### src/rtl/req_encoder_8to3_pkg.sv
// Shared definitions for the 8-to-3 request encoder slice.
//   REQ_W   : number of request lines
//   CODE_W  : width of the binary grant code
//   state_t : two-state grant FSM encoding
package enc_pkg;

  localparam int REQ_W  = 8;
  localparam int CODE_W = 3;

  typedef enum logic {
    ST_IDLE  = 1'b0,
    ST_GRANT = 1'b1
  } state_t;

endpackage

### src/rtl/req_encoder_8to3_if.sv
// Request/grant bus between requesters/consumer and the encoder.
//   req     : request pulses, bit k = line k
//   ack     : consumer accepts the current code
//   code    : binary index of the granted line
//   valid   : code is valid and stable
//   pending : sticky pending vector (status)
// Modports:
//   master : requester/consumer side (drives req, ack)
//   slave  : encoder side (drives code, valid, pending)
interface req_encoder_8to3_if;
  import enc_pkg::*;

  logic [REQ_W-1:0]  req;
  logic              ack;
  logic [CODE_W-1:0] code;
  logic              valid;
  logic [REQ_W-1:0]  pending;

  modport master (
    output req,
    output ack,
    input  code,
    input  valid,
    input  pending
  );

  modport slave (
    input  req,
    input  ack,
    output code,
    output valid,
    output pending
  );

endinterface

### src/rtl/req_encoder_8to3_prio_enc8.sv
// Combinational 8-input priority encoder.
//   in_vec : request vector
//   idx    : index of the winning set bit (0 when in_vec is all zero)
//   any    : at least one bit of in_vec is set
// HIGH_PRI = 1 selects the highest set bit, HIGH_PRI = 0 the lowest.
module prio_enc8
  import enc_pkg::*;
#(
  parameter int HIGH_PRI = 1
) (
  input  logic [REQ_W-1:0]  in_vec,
  output logic [CODE_W-1:0] idx,
  output logic              any
);

  always_comb begin
    idx = '0;
    any = |in_vec;
    // Scan towards the winning end; the last hit overwrites earlier ones.
    if (HIGH_PRI != 0) begin
      for (int i = 0; i < REQ_W; i++) begin
        if (in_vec[i]) idx = CODE_W'(i);
      end
    end else begin
      for (int i = REQ_W - 1; i >= 0; i--) begin
        if (in_vec[i]) idx = CODE_W'(i);
      end
    end
  end

endmodule

### src/rtl/req_encoder_8to3.sv
// Sequential 8-to-3 request encoder.
// Captures request pulses into sticky pending bits, presents the index of
// the highest-priority pending line with a valid/ack handshake and clears
// that bit once the grant is acknowledged.
//   clk   : clock, rising edge
//   rst_n : asynchronous active-low reset
//   bus   : request/grant bus (slave side): req, ack in; code, valid, pending out
// Parameter HIGH_PRI: 1 = line 7 wins, 0 = line 0 wins.
module req_encoder_8to3
  import enc_pkg::*;
#(
  parameter int HIGH_PRI = 1
) (
  input  logic                clk,
  input  logic                rst_n,
  req_encoder_8to3_if.slave   bus
);

  state_t            state_reg;
  logic [REQ_W-1:0]  pending_reg;
  logic [REQ_W-1:0]  pending_next;
  logic [CODE_W-1:0] code_reg;
  logic              valid_reg;

  logic              ack_accept;
  logic [REQ_W-1:0]  clr_vec;
  logic [CODE_W-1:0] prio_idx;
  logic              prio_any;

  // ack only counts while a grant is being presented.
  assign ack_accept = valid_reg & bus.ack;

  // One-hot decode of the granted code, used to retire exactly that bit.
  genvar gi;
  generate
    for (gi = 0; gi < REQ_W; gi++) begin : g_clr
      assign clr_vec[gi] = ack_accept && (code_reg == CODE_W'(gi));
    end
  endgenerate

  // Clear first, then OR in new requests: a request arriving on the very
  // cycle its bit is retired keeps the bit set.
  assign pending_next = (pending_reg & ~clr_vec) | bus.req;

  prio_enc8 #(
    .HIGH_PRI (HIGH_PRI)
  ) u_prio (
    .in_vec (pending_reg),
    .idx    (prio_idx),
    .any    (prio_any)
  );

  always_ff @(posedge clk or negedge rst_n) begin
    if (!rst_n) begin
      state_reg   <= ST_IDLE;
      pending_reg <= '0;
      code_reg    <= '0;
      valid_reg   <= 1'b0;
    end else begin
      pending_reg <= pending_next;
      case (state_reg)
        ST_IDLE: begin
          if (prio_any) begin
            code_reg  <= prio_idx;
            valid_reg <= 1'b1;
            state_reg <= ST_GRANT;
          end
        end
        ST_GRANT: begin
          // code is frozen for the whole grant; re-arbitration happens
          // only in the IDLE cycle that follows an ack.
          if (bus.ack) begin
            valid_reg <= 1'b0;
            state_reg <= ST_IDLE;
          end
        end
        default: begin
          valid_reg <= 1'b0;
          state_reg <= ST_IDLE;
        end
      endcase
    end
  end

  assign bus.code    = code_reg;
  assign bus.valid   = valid_reg;
  assign bus.pending = pending_reg;

endmodule

### src/flat_wrapper.sv
// flat-port wrapper written by rule: the top's interface ports become plain ports
module req_encoder_8to3_flat import enc_pkg::*;
#(
  parameter int HIGH_PRI = 1
)
  (clk, rst_n, bus_req, bus_ack, bus_code, bus_valid, bus_pending);
  req_encoder_8to3_if bus_i ();
  input  logic clk;
  input  logic rst_n;
  input wire logic [$bits(bus_i.req)-1:0] bus_req;
  input wire logic [$bits(bus_i.ack)-1:0] bus_ack;
  output wire logic [$bits(bus_i.code)-1:0] bus_code;
  output wire logic [$bits(bus_i.valid)-1:0] bus_valid;
  output wire logic [$bits(bus_i.pending)-1:0] bus_pending;
  assign bus_i.req = bus_req;
  assign bus_i.ack = bus_ack;
  assign bus_code = bus_i.code;
  assign bus_valid = bus_i.valid;
  assign bus_pending = bus_i.pending;
  req_encoder_8to3 #(.HIGH_PRI(HIGH_PRI)) u_core (.clk(clk), .rst_n(rst_n), .bus(bus_i));
endmodule
### config.mk
export PLATFORM = sky130hd
export DESIGN_NAME = req_encoder_8to3_flat
export DESIGN_NICKNAME = d
export VERILOG_FILES = /design/src/rtl/req_encoder_8to3_pkg.sv /design/src/rtl/req_encoder_8to3_if.sv /design/src/rtl/req_encoder_8to3_prio_enc8.sv /design/src/rtl/req_encoder_8to3.sv /design/src/flat_wrapper.sv
export SDC_FILE = /design/constraint.sdc
export NUM_CORES = 1
export LEC_CHECK = 0
export CAP_MARGIN = 30
export CORE_MARGIN = 2
export CORE_UTILIZATION = 43
export CTS_BUF_LIST = sky130_fd_sc_hd__clkbuf_8
export DETAILED_ROUTE_END_ITERATION = 12
export GPL_TIMING_DRIVEN = 0
export PLACE_DENSITY = 0.79
export SLEW_MARGIN = 20
export SYNTH_ARGS = -nofsm -noshare
export SYNTH_HDL_FRONTEND = slang
export SYNTH_SLANG_ARGS = --single-unit
### constraint.sdc
create_clock -name clk -period 1.6 [get_ports clk]
set_input_delay 0.24 -clock clk [delete_from_list [all_inputs] [get_ports clk]]
set_output_delay 0.24 -clock clk [all_outputs]
set_load 0.02 [all_outputs]
==> flow_metrics.env <==
export IMPL_grt_usage=0.174
export IMPL_rsz0062_at_grt="false"
export IMPL_place_hpwl_um=876
export IMPL_drc=0
export IMPL_placedCellCount=91
export IMPL_power_density_nw_per_um2=1280
export IMPL_critPathKind="reg2out"
export IMPL_relSlewSlack=0.596
export IMPL_routabilityCongestion=0.783
export IMPL_grt_max_degree=14
export IMPL_synth_xor_area_share=0
export IMPL_required_ns=1.36
export IMPL_drive_above_1_share=0.0875
export IMPL_grt_pass1_wl_mm=1.81
export IMPL_synth_top_area_frac=0.553
export IMPL_synth_area_leaders="dfrtp_1 (55%), nand2b_1 (11%), o21ai_0 (7.7%)"
export IMPL_hold_viol_final=0
export IMPL_dieArea_um2=1680
export IMPL_finClkSkew_ns=0.000998
export IMPL_largest_register_ffs=8
export IMPL_netlist_area_um2=588
export IMPL_viasPerCell=5.17
export IMPL_io_buffers=22
export IMPL_arrival_ns=1.30
export IMPL_die_h_um=41.0
export IMPL_ant_nets=0
export IMPL_fillCellCount=109
export IMPL_ys_ff_latch=13
export IMPL_start_util=0.458
export IMPL_yosys_area_top_type="dfrtp_1"
export IMPL_synth_cell_types=16
export IMPL_final_max_slew_violation_count=0
export IMPL_io_pins=23
export IMPL_die_w_um=41.0
export IMPL_clk_pin_slew_ns=0.06
export IMPL_core_area_um2=1280
export IMPL_max_freq_mhz=651
export IMPL_cts_buffers=3
export IMPL_core_rowCount=13
export IMPL_clock_root_buffer="clkbuf_8"
export IMPL_clock_latency_ns=0.24
export IMPL_timing_final_crit_share=0.960
export IMPL_netlist_instances=54
export IMPL_antenna_found_initial=0
export IMPL_firstDrtPassIters=2
export IMPL_cts_max_level=1
export IMPL_ys_warnings_count=0
export IMPL_path_cells="clkdlybuf4s50_1"
export IMPL_status="finished clean"
export IMPL_cp_slowest_cell="clkdlybuf4s50_1"
export IMPL_cts_buffer_depth=2
export IMPL_finalSetupViolCount=0
export IMPL_setup_tns_ns=0
export IMPL_max_cap_violations=0
export IMPL_synthAdderAreaFrac=0
export IMPL_synthMuxAreaShare=0
export IMPL_peakVddDrop_v=0.000666
export IMPL_cpPeakStageDelay_ns=0.64
export IMPL_overflow=0
export IMPL_grt_pass1_vias=445
export IMPL_via_count=491
export IMPL_tightest_slew_ns=0.605
export IMPL_cts_sinks=13
export IMPL_cts_tree="yes"
export IMPL_startpoint_type="flip-flop"
export IMPL_cp_top_family="buffers and inverters"
export IMPL_routedWlPerCell_um=12.7
export IMPL_synth_fp_nets=65
export IMPL_antenna_cells=0
export IMPL_drt_iter0_drc=4
export IMPL_path_buf_inv=1
export IMPL_avgSynthCellArea_um2=10.9
export IMPL_synth_top_family_by_area="simple AND/OR/NAND/NOR gates"
export IMPL_synth_compound_area_frac=0.196
export IMPL_crit_path_max_fanout=4
export IMPL_instances_no_fill=95
export IMPL_routed_wl_mm=1.21
export IMPL_area_growth_pct=51.7
export IMPL_ys_seq_area_frac=0.553
export IMPL_fin_crit_ns=1.54
export IMPL_p_leak_nw=0.360
export IMPL_hold_class="in2async"
export IMPL_fin_nets=92
export IMPL_crit_path_end_kind="primary output"
export IMPL_yosys_area_share_simple=0.232
final cells by class:
class                      instances  area [um^2]  share of cell area
inverter                           3         11.3              0.0126
tap                               15         18.8              0.0210
sequential                        13          325               0.365
clock inverter                     1         3.75             0.00421
clock buffer                       3         41.3              0.0463
timing repair buffer              22          240               0.269
multi-input combinational         38          251               0.282
where the power goes:
part | switching, W | total [W] | internal (W)
logic | 0.000183 | 0.000361 | 0.000178
clock network | 0.000117 | 0.000286 | 0.000169
registers | 0.0000943 | 0.000492 | 0.000398
total | 0.000394 | 0.00114 | 0.000745
metal layers:
metal	vias to the layer above	wire length [um]	GRT usage
li1	240	-	-
met3	2	60	0.0489
met5	-	0	0
met4	0	12	0.125
met1	236	558	0.206
met2	13	576	0.266
cell usage in the layout, fill, tap and decap left out, drive strengths merged, types with 2 or more instances in the layout:
| master | n |
|---|---|
| dfrtp | 13 |
| a21oi | 4 |
| inv | 4 |
| nor2 | 4 |
| nand2b | 10 |
| o31ai | 2 |
| o21ai | 9 |
| clkdlybuf4s50 | 14 |
| dlymetal6s2s | 8 |
| clkbuf | 3 |
| nor4 | 2 |
final timing paths:
kind | start | to | slack, ns | depth (start not counted)
worst max-delay path | u_core.bus.pending[1] | bus_pending[1] | 0.06 | 1
worst min-delay path | rst_n | u_core.bus.valid | 0.38 | 1
worst max register to register | u_core.bus.pending[3] | u_core.state_reg | 0.39 | 3
worst min register to register | u_core.state_reg | u_core.bus.valid | 0.53 | 1
max in group asynchronous | rst_n | u_core.bus.pending[5] | 0.83 | 1
min in group clk | u_core.state_reg | u_core.bus.valid | 0.53 | 1
kinds of logic after synthesis:
family	count (synthesis)
flip-flops	13
AND/OR/NAND/NOR	19
buffers and inverters	3
AO/OA/AOI/OAI	19
metrics by stage:
step | area, um^2 | setup slack, ns | hold WS (ns) | utilization | total power (W)
2_1_floorplan | 588 | 0.365 | -0.0556 | - | 0.000681
3_3_place_gp | 827 | 0.254 | 0.508 | 0.644 | 0.000857
3_5_place_dp | 827 | 0.229 | 0.527 | 0.644 | 0.000867
4_1_cts | 872 | 0.0118 | 0.399 | 0.679 | 0.00115
5_1_grt | 892 | 0.0241 | 0.420 | 0.694 | 0.00121
6_report | 892 | 0.0640 | 0.380 | 0.694 | 0.00114
cells in the mapped netlist:
cell type	instances
a21o_2	1
a21oi_1	3
a21oi_2	1
a31oi_1	1
dfrtp_1	13
inv_1	3
nand2_1	1
nand2b_1	10
nand3_1	1
nand3b_1	1
nor2_1	4
nor4_4	2
o21a_1	1
o21ai_0	9
o311ai_1	1
o31ai_1	2
what timing repair did:
item,in CTS,in global routing
endpoints found under the setup margin,0,8
buffers inserted,0,0
hold buffers,0,0
gates resized for setup,0,8
(Power assumes the default switching activity.)
